File: src/rtl/dmem_pkg.sv
// Shared types and helpers for the load/store sequencer.
package dmem_pkg;

  localparam logic [1:0] ACC_BYTE = 2'b00;
  localparam logic [1:0] ACC_HALF = 2'b01;
  localparam logic [1:0] ACC_WORD = 2'b10;

  typedef enum logic [1:0] {IDLE, REQ, WAIT, RESP} lsu_state_t;

  // True when the access cannot be issued: illegal mode or misaligned offset.
  function automatic logic misaligned(input logic [1:0] off, input logic [1:0] mode);
    case (mode)
      ACC_BYTE: return 1'b0;
      ACC_HALF: return off[0];
      ACC_WORD: return off != 2'b00;
      default:  return 1'b1;
    endcase
  endfunction

endpackage

File: src/rtl/dmem_lsu_if.sv
// Execute-side request/response and memory-side bus of the LSU.
// slave: LSU view. master: the environment driving requests and modelling memory.
interface dmem_lsu_if #(parameter int ADDR_W = 32);
  logic              req_valid;
  logic              req_ready;
  logic              req_write;
  logic [1:0]        req_accessmode;
  logic              req_extendmode;
  logic [ADDR_W-1:0] req_addr;
  logic [31:0]       req_wdata;

  logic              mem_req;
  logic              mem_we;
  logic [3:0]        mem_be;
  logic [ADDR_W-1:0] mem_addr;
  logic [31:0]       mem_wdata;
  logic              mem_gnt;
  logic              mem_rvalid;
  logic [31:0]       mem_rdata;

  logic              rsp_valid;
  logic              rsp_ready;
  logic [31:0]       rsp_rdata;
  logic [1:0]        rsp_accessmode;
  logic              rsp_extendmode;
  logic              rsp_err;

  modport slave (
    input  req_valid, req_write, req_accessmode, req_extendmode, req_addr, req_wdata,
    output req_ready,
    output mem_req, mem_we, mem_be, mem_addr, mem_wdata,
    input  mem_gnt, mem_rvalid, mem_rdata,
    output rsp_valid, rsp_rdata, rsp_accessmode, rsp_extendmode, rsp_err,
    input  rsp_ready
  );

  modport master (
    output req_valid, req_write, req_accessmode, req_extendmode, req_addr, req_wdata,
    input  req_ready,
    input  mem_req, mem_we, mem_be, mem_addr, mem_wdata,
    output mem_gnt, mem_rvalid, mem_rdata,
    input  rsp_valid, rsp_rdata, rsp_accessmode, rsp_extendmode, rsp_err,
    output rsp_ready
  );
endinterface

File: src/rtl/dmem_lane_align.sv
// Byte-lane steering: byte enables and replicated store data on the way out,
// shifted and zero-masked load data on the way back.
module dmem_lane_align
  import dmem_pkg::*;
(
  input  logic [1:0]  off_i,
  input  logic [1:0]  mode_i,
  input  logic [31:0] wdata_i,
  input  logic [31:0] rdata_i,
  output logic [3:0]  be_o,
  output logic [31:0] wdata_o,
  output logic [31:0] rdata_o
);

  logic [31:0] shifted;

  // Lane selection per access size; sign extension is left to the consumer.
  always_comb begin
    be_o    = 4'b0000;
    wdata_o = wdata_i;
    shifted = rdata_i >> {off_i, 3'b000};
    rdata_o = 32'h0;
    case (mode_i)
      ACC_BYTE: begin
        be_o    = 4'b0001 << off_i;
        wdata_o = {4{wdata_i[7:0]}};
        rdata_o = {24'h0, shifted[7:0]};
      end
      ACC_HALF: begin
        be_o    = 4'b0011 << {off_i[1], 1'b0};
        wdata_o = {2{wdata_i[15:0]}};
        rdata_o = {16'h0, shifted[15:0]};
      end
      ACC_WORD: begin
        be_o    = 4'b1111;
        rdata_o = shifted;
      end
      default: ;
    endcase
  end

endmodule

File: src/rtl/dmem_lsu.sv
// Single-outstanding load/store sequencer between execute and word-wide data memory.
module dmem_lsu
  import dmem_pkg::*;
#(
  parameter int ADDR_W = 32
) (
  input logic     clk,
  input logic     rst,
  dmem_lsu_if.slave lsu_if
);

  lsu_state_t        state_q, state_d;
  logic [1:0]        off_q;
  logic              mem_req_q, mem_we_q;
  logic [3:0]        mem_be_q;
  logic [ADDR_W-1:0] mem_addr_q;
  logic [31:0]       mem_wdata_q;
  logic              rsp_valid_q, rsp_ext_q, rsp_err_q;
  logic [1:0]        rsp_mode_q;
  logic [31:0]       rsp_rdata_q;

  logic              accept, req_err;
  logic [1:0]        al_off, al_mode;
  logic [3:0]        al_be;
  logic [31:0]       al_wdata, al_rdata;

  assign lsu_if.req_ready = (state_q == IDLE);
  assign accept  = lsu_if.req_valid && lsu_if.req_ready;
  assign req_err = misaligned(lsu_if.req_addr[1:0], lsu_if.req_accessmode);

  // Store-side lanes are only needed at accept (IDLE), load-side lanes only in
  // WAIT, so one aligner is shared by muxing its offset/mode source.
  assign al_off  = (state_q == IDLE) ? lsu_if.req_addr[1:0]    : off_q;
  assign al_mode = (state_q == IDLE) ? lsu_if.req_accessmode : rsp_mode_q;

  dmem_lane_align u_align (
    .off_i   (al_off),
    .mode_i  (al_mode),
    .wdata_i (lsu_if.req_wdata),
    .rdata_i (lsu_if.mem_rdata),
    .be_o    (al_be),
    .wdata_o (al_wdata),
    .rdata_o (al_rdata)
  );

  // Next-state: errors skip memory, stores skip WAIT.
  always_comb begin
    state_d = state_q;
    case (state_q)
      IDLE: if (accept)            state_d = req_err ? RESP : REQ;
      REQ:  if (lsu_if.mem_gnt)    state_d = mem_we_q ? RESP : WAIT;
      WAIT: if (lsu_if.mem_rvalid) state_d = RESP;
      RESP: if (lsu_if.rsp_ready)  state_d = IDLE;
      default:                     state_d = IDLE;
    endcase
  end

  // State register and registered bus/response outputs.
  always_ff @(posedge clk or posedge rst) begin
    if (rst) begin
      state_q     <= IDLE;
      off_q       <= 2'b00;
      mem_req_q   <= 1'b0;
      mem_we_q    <= 1'b0;
      mem_be_q    <= 4'b0000;
      mem_addr_q  <= '0;
      mem_wdata_q <= 32'h0;
      rsp_valid_q <= 1'b0;
      rsp_ext_q   <= 1'b0;
      rsp_err_q   <= 1'b0;
      rsp_mode_q  <= 2'b00;
      rsp_rdata_q <= 32'h0;
    end else begin
      state_q <= state_d;
      case (state_q)
        IDLE: if (accept) begin
          off_q       <= lsu_if.req_addr[1:0];
          rsp_mode_q  <= lsu_if.req_accessmode;
          rsp_ext_q   <= lsu_if.req_extendmode;
          rsp_err_q   <= req_err;
          rsp_rdata_q <= 32'h0;
          if (req_err) begin
            rsp_valid_q <= 1'b1;
          end else begin
            mem_req_q   <= 1'b1;
            mem_we_q    <= lsu_if.req_write;
            mem_be_q    <= al_be;
            mem_wdata_q <= al_wdata;
            mem_addr_q  <= {lsu_if.req_addr[ADDR_W-1:2], 2'b00};
          end
        end
        REQ: if (lsu_if.mem_gnt) begin
          mem_req_q <= 1'b0;
          if (mem_we_q) rsp_valid_q <= 1'b1;
        end
        WAIT: if (lsu_if.mem_rvalid) begin
          rsp_rdata_q <= al_rdata;
          rsp_valid_q <= 1'b1;
        end
        RESP: if (lsu_if.rsp_ready) rsp_valid_q <= 1'b0;
        default: ;
      endcase
    end
  end

  assign lsu_if.mem_req        = mem_req_q;
  assign lsu_if.mem_we         = mem_we_q;
  assign lsu_if.mem_be         = mem_be_q;
  assign lsu_if.mem_addr       = mem_addr_q;
  assign lsu_if.mem_wdata      = mem_wdata_q;
  assign lsu_if.rsp_valid      = rsp_valid_q;
  assign lsu_if.rsp_rdata      = rsp_rdata_q;
  assign lsu_if.rsp_accessmode = rsp_mode_q;
  assign lsu_if.rsp_extendmode = rsp_ext_q;
  assign lsu_if.rsp_err        = rsp_err_q;

endmodule
File: src/flat_wrapper.sv
// flat-port wrapper written by rule: the top's interface ports become plain ports
module dmem_lsu_flat import dmem_pkg::*;
#(
  parameter int ADDR_W = 32
)
  (clk, rst, lsu_if_req_valid, lsu_if_req_write, lsu_if_req_accessmode, lsu_if_req_extendmode, lsu_if_req_addr, lsu_if_req_wdata, lsu_if_req_ready, lsu_if_mem_req, lsu_if_mem_we, lsu_if_mem_be, lsu_if_mem_addr, lsu_if_mem_wdata, lsu_if_mem_gnt, lsu_if_mem_rvalid, lsu_if_mem_rdata, lsu_if_rsp_valid, lsu_if_rsp_rdata, lsu_if_rsp_accessmode, lsu_if_rsp_extendmode, lsu_if_rsp_err, lsu_if_rsp_ready);
  dmem_lsu_if #(.ADDR_W(ADDR_W)) lsu_if_i ();
  input logic clk;
  input logic rst;
  input wire logic [$bits(lsu_if_i.req_valid)-1:0] lsu_if_req_valid;
  input wire logic [$bits(lsu_if_i.req_write)-1:0] lsu_if_req_write;
  input wire logic [$bits(lsu_if_i.req_accessmode)-1:0] lsu_if_req_accessmode;
  input wire logic [$bits(lsu_if_i.req_extendmode)-1:0] lsu_if_req_extendmode;
  input wire logic [$bits(lsu_if_i.req_addr)-1:0] lsu_if_req_addr;
  input wire logic [$bits(lsu_if_i.req_wdata)-1:0] lsu_if_req_wdata;
  output wire logic [$bits(lsu_if_i.req_ready)-1:0] lsu_if_req_ready;
  output wire logic [$bits(lsu_if_i.mem_req)-1:0] lsu_if_mem_req;
  output wire logic [$bits(lsu_if_i.mem_we)-1:0] lsu_if_mem_we;
  output wire logic [$bits(lsu_if_i.mem_be)-1:0] lsu_if_mem_be;
  output wire logic [$bits(lsu_if_i.mem_addr)-1:0] lsu_if_mem_addr;
  output wire logic [$bits(lsu_if_i.mem_wdata)-1:0] lsu_if_mem_wdata;
  input wire logic [$bits(lsu_if_i.mem_gnt)-1:0] lsu_if_mem_gnt;
  input wire logic [$bits(lsu_if_i.mem_rvalid)-1:0] lsu_if_mem_rvalid;
  input wire logic [$bits(lsu_if_i.mem_rdata)-1:0] lsu_if_mem_rdata;
  output wire logic [$bits(lsu_if_i.rsp_valid)-1:0] lsu_if_rsp_valid;
  output wire logic [$bits(lsu_if_i.rsp_rdata)-1:0] lsu_if_rsp_rdata;
  output wire logic [$bits(lsu_if_i.rsp_accessmode)-1:0] lsu_if_rsp_accessmode;
  output wire logic [$bits(lsu_if_i.rsp_extendmode)-1:0] lsu_if_rsp_extendmode;
  output wire logic [$bits(lsu_if_i.rsp_err)-1:0] lsu_if_rsp_err;
  input wire logic [$bits(lsu_if_i.rsp_ready)-1:0] lsu_if_rsp_ready;
  assign lsu_if_i.req_valid = lsu_if_req_valid;
  assign lsu_if_i.req_write = lsu_if_req_write;
  assign lsu_if_i.req_accessmode = lsu_if_req_accessmode;
  assign lsu_if_i.req_extendmode = lsu_if_req_extendmode;
  assign lsu_if_i.req_addr = lsu_if_req_addr;
  assign lsu_if_i.req_wdata = lsu_if_req_wdata;
  assign lsu_if_req_ready = lsu_if_i.req_ready;
  assign lsu_if_mem_req = lsu_if_i.mem_req;
  assign lsu_if_mem_we = lsu_if_i.mem_we;
  assign lsu_if_mem_be = lsu_if_i.mem_be;
  assign lsu_if_mem_addr = lsu_if_i.mem_addr;
  assign lsu_if_mem_wdata = lsu_if_i.mem_wdata;
  assign lsu_if_i.mem_gnt = lsu_if_mem_gnt;
  assign lsu_if_i.mem_rvalid = lsu_if_mem_rvalid;
  assign lsu_if_i.mem_rdata = lsu_if_mem_rdata;
  assign lsu_if_rsp_valid = lsu_if_i.rsp_valid;
  assign lsu_if_rsp_rdata = lsu_if_i.rsp_rdata;
  assign lsu_if_rsp_accessmode = lsu_if_i.rsp_accessmode;
  assign lsu_if_rsp_extendmode = lsu_if_i.rsp_extendmode;
  assign lsu_if_rsp_err = lsu_if_i.rsp_err;
  assign lsu_if_i.rsp_ready = lsu_if_rsp_ready;
  dmem_lsu #(.ADDR_W(ADDR_W)) u_core (.clk(clk), .rst(rst), .lsu_if(lsu_if_i));
endmodule
File: config.mk
export PLATFORM = sky130hd
export DESIGN_NAME = dmem_lsu_flat
export DESIGN_NICKNAME = d
export VERILOG_FILES = /design/src/rtl/dmem_pkg.sv /design/src/rtl/dmem_lsu_if.sv /design/src/rtl/dmem_lane_align.sv /design/src/rtl/dmem_lsu.sv /design/src/flat_wrapper.sv
export SDC_FILE = /design/constraint.sdc
export NUM_CORES = 1
export LEC_CHECK = 0
export CORE_MARGIN = 2
export CORE_UTILIZATION = 35
export CTS_CLUSTER_DIAMETER = 120
export DETAILED_ROUTE_END_ITERATION = 10
export PLACE_DENSITY_LB_ADDON = 0.1
export SYNTH_ARGS = -nofsm -noshare
export SYNTH_HDL_FRONTEND = slang
export SYNTH_HIERARCHICAL = 1
export SYNTH_SLANG_ARGS = --single-unit
export TNS_END_PERCENT = 20
File: constraint.sdc
create_clock -name clk -period 8.7 [get_ports clk]
set_input_delay 1.305 -clock clk [delete_from_list [all_inputs] [get_ports clk]]
set_output_delay 1.305 -clock clk [all_outputs]
set_load 0.005 [all_outputs]
==> flow_summary.json <==
{
  "status": "finished, final reports clean",
  "tns_ps": 0,
  "finalNetCount": 786,
  "grt_usage": 0.180,
  "worstPathRequired_ps": 8970,
  "grt_start_max_net_pins": 68,
  "rsz0062_at_grt": "no",
  "ys_seq_area_frac": 0.491,
  "syn_to_final_growth_pct": 44.9,
  "worst_clock_skew_ps": 5.66,
  "die_h_um": 130,
  "io_buffers": 211,
  "antenna_left": 0,
  "endpoint_kind": "register",
  "synthArstFlopShare": 1.00,
  "vias": 4268,
  "pin_count": 214,
  "routed_wl_um": 15000,
  "setup_slack_ps": 5280,
  "worstSetupPathType": "input pin to register",
  "pre_cts_ws_ps": 4920,
  "clock_latency_ps": 350,
  "r2r_slack_ps": 5550,
  "hpwlAfterDp_um": 10700,
  "netlist_instances": 489,
  "synth_warnings": 6,
  "ys_seq_elements": 109,
  "ys_top_cells_by_area": "dfrtp_1, mux2_2, mux2_4",
  "rows": 46,
  "drc": 0,
  "fill_cells": 1431,
  "postCtsHoldBufs": 0,
  "gp_congestion": 0.792,
  "crit_slowest_cell": "mux2_2",
  "cts_made_buffers": 9,
  "timing.slew.headroom": 0.294,
  "antenna_found_initial": 0,
  "dr.pass1.iters": 4,
  "ys.flop_type": "dfrtp_1",
  "stdcell_area_mm2": 0.00806,
  "die_w_um": 130,
  "synth_area_mm2": 0.00556,
  "first_global_vias": 4464,
  "drtIter0Drc": 203,
  "rr_endpoint": "u_core/lsu_if.rsp_rdata[13]",
  "total_leakage_power_nw": 3.42,
  "syn_area_per_cell_um2": 11.4,
  "reg2reg_from": "u_core/state_q[1]",
  "grt_pass1_wl_um": 23500,
  "tightestPinTransition_ps": 1060,
  "diodes": 0,
  "coreArea_mm2": 0.0157,
  "peakVddDrop_v": 0.000187,
  "htreeDepth": 3,
  "hold_class": "register to register",
  "final_util": 0.513,
  "hold_path_startpoint": "u_core/lsu_if.rsp_rdata[9]",
  "critPathMaxStageDelay_ps": 650,
  "reg2regPathDepth": 7,
  "whs_path_depth": 2,
  "crit_path_max_fanout": 34,
  "path_cells": "clkdlybuf4s50_1, mux2_2, or3b_1, nor2_8, and2_1, nand2_1, o21ai_0",
  "crit_arrival_ps": 3680,
  "postCtsResizedCells": 0,
  "grt_remaining_overflow": 0,
  "ys_types": 35,
  "yosys.area.top_type": "dfrtp_1",
  "via_per_inst": 4.76,
  "min_period_over_period": 0.393,
  "cap_viol_max_count": 0,
  "cts_tree": "yes",
  "wl_per_cell_um": 16.8,
  "synth_top_area_frac": 0.491,
  "cts-root-buf": "clkbuf_16",
  "cellPowerDensity_mw_per_mm2": 347,
  "slew_violations": 0,
  "clkSlewWorstSetupHoldPaths_ps": 70,
  "numClockSinks": 109,
  "start_kind": "input pin",
  "post_cts_buffers": 0,
  "placed_cell_area_mm2": 0.00774,
  "initial_utilization": 0.354,
  "synth_edf_count": 0,
  "drive_gt1_frac": 0.171,
  "hold_viol": 0,
  "dieArea_mm2": 0.0169,
  "fmax_mhz": 293,
  "finalSetupViolations": 0,
  "min_period_ps": 3420,
  "whs_endpoint": "u_core/lsu_if.rsp_rdata[9]",
  "clk_path_buf_depth": 2
}
-- layer usage --
layer  track usage  share of wire  vias up
li1              -              -     2043
met1         0.225           0.42     2069
met2         0.301           0.50      140
met3        0.0541          0.066       16
met4        0.0563          0.016        0
met5             0              0        -
-- layout make-up --
cell class / instances / area [µm²] / share of cell area
Sequential cell: 109 / 2730 / 0.339
Multi-Input combinational cell: 333 / 2570 / 0.319
Timing Repair Buffer: 215 / 2140 / 0.266
Tap cell: 216 / 270 / 0.0335
Clock buffer: 13 / 250 / 0.0311
Clock inverter: 3 / 68.8 / 0.00854
Inverter: 7 / 28.8 / 0.00357
-- kinds of logic after synthesis --
| group | synth area share |
|---|---|
| AND/OR/NAND/NOR | 0.102 |
| flip-flops | 0.491 |
| other | 0.000675 |
| buffers and inverters | 0.0506 |
| adder cells (fa/ha/maj) | 0.0113 |
| multiplexers | 0.257 |
| AO/OA/AOI/OAI | 0.0864 |
| XOR/XNOR | 0.00158 |
-- critical path: cells and delay by family --
family | cells | cell delay, ps
mux | 1 | 650
buf+inv | 1 | 530
compound gates | 1 | 160
simple gates | 4 | 1030
-- sequential cells by signal (all words and copies together) (netlist names) --
name and count:
u_core/lsu_if.mem_req 1, u_core/lsu_if.rsp_rdata 32, u_core/lsu_if.rsp_err 1, u_core/lsu_if.rsp_extendmode 1
u_core/state_q 2, u_core/off_q 2, u_core/lsu_if.rsp_valid 1, u_core/lsu_if.mem_wdata 32
u_core/lsu_if.mem_be 4, u_core/lsu_if.mem_addr 30, u_core/lsu_if.mem_we 1, u_core/lsu_if.rsp_accessmode 2
-- power by group --
| part | leakage [nW] | total [mW] | switching [mW] | internal (mW) |
|---|---|---|---|---|
| sequential | 1.36 | 0.856 | 0.124 | 0.732 |
| clock | 0.154 | 0.446 | 0.185 | 0.261 |
| combinational | 1.91 | 1.50 | 0.665 | 0.833 |
| total | 3.42 | 2.80 | 0.974 | 1.83 |
-- through the flow --
step	hold WS [ps]	total power, mW	std cells
after floorplan	473	1.70	490
after global placement	465	2.35	880
after detailed placement	472	2.37	880
after CTS	489	2.84	896
after global routing	515	3.01	896
final	482	2.80	896
-- cell usage in the layout, fill, tap and decap left out, drive strengths merged --
cell type | netlist | routed
a211oi | 9 | 9
a21boi | 8 | 8
a21oi | 5 | 5
a221oi | 1 | 1
a22o | 1 | 1
and2 | 8 | 8
buf | 29 | 4
bufinv | 0 | 2
clkbuf | 12 | 13
clkdlybuf4s50 | 0 | 211
clkinv | 0 | 1
conb | 1 | 2
dfrtp | 109 | 109
ha | 5 | 5
inv | 7 | 7
mux2 | 93 | 93
mux2i | 27 | 27
nand2 | 79 | 79
nand2b | 4 | 4
nand3 | 1 | 1
nor2 | 13 | 13
nor2b | 8 | 8
nor3 | 9 | 9
o2111ai | 1 | 1
o211ai | 1 | 1
o21a | 1 | 1
o21ai | 45 | 45
o22ai | 9 | 9
or2 | 1 | 1
or3b | 1 | 1
xnor2 | 1 | 1
-- cells in the mapped netlist (all sizes together) (4+ instances only) --
master  count
ha          5
o21ai      45
nand2      79
mux2       93
dfrtp     109
nand2b      4
a21boi      8
nor2       13
o22ai       9
nor3        9
and2        8
a21oi       5
inv         7
nor2b       8
mux2i      27
clkbuf     12
a211oi      9
buf        29
-- how the worst max path moves through the flow --
stage | from | end | slack, ps | cells past startpoint
final | lsu_if_req_accessmode[1] | u_core/lsu_if.rsp_rdata[28] | 5280 | 7
after global routing | lsu_if_req_accessmode[1] | u_core/lsu_if.rsp_rdata[24] | 5150 | 7
after CTS | u_core/state_q[1] | lsu_if_req_ready | 5280 | 3
after detailed placement | lsu_if_req_accessmode[1] | u_core/lsu_if.rsp_rdata[28] | 4920 | 7
after global placement | lsu_if_req_accessmode[0] | u_core/lsu_if.mem_wdata[19] | 4960 | 6
after floorplan | rst | u_core/lsu_if.mem_addr[10] | 4520 | 1
(Power assumes the default switching activity.)
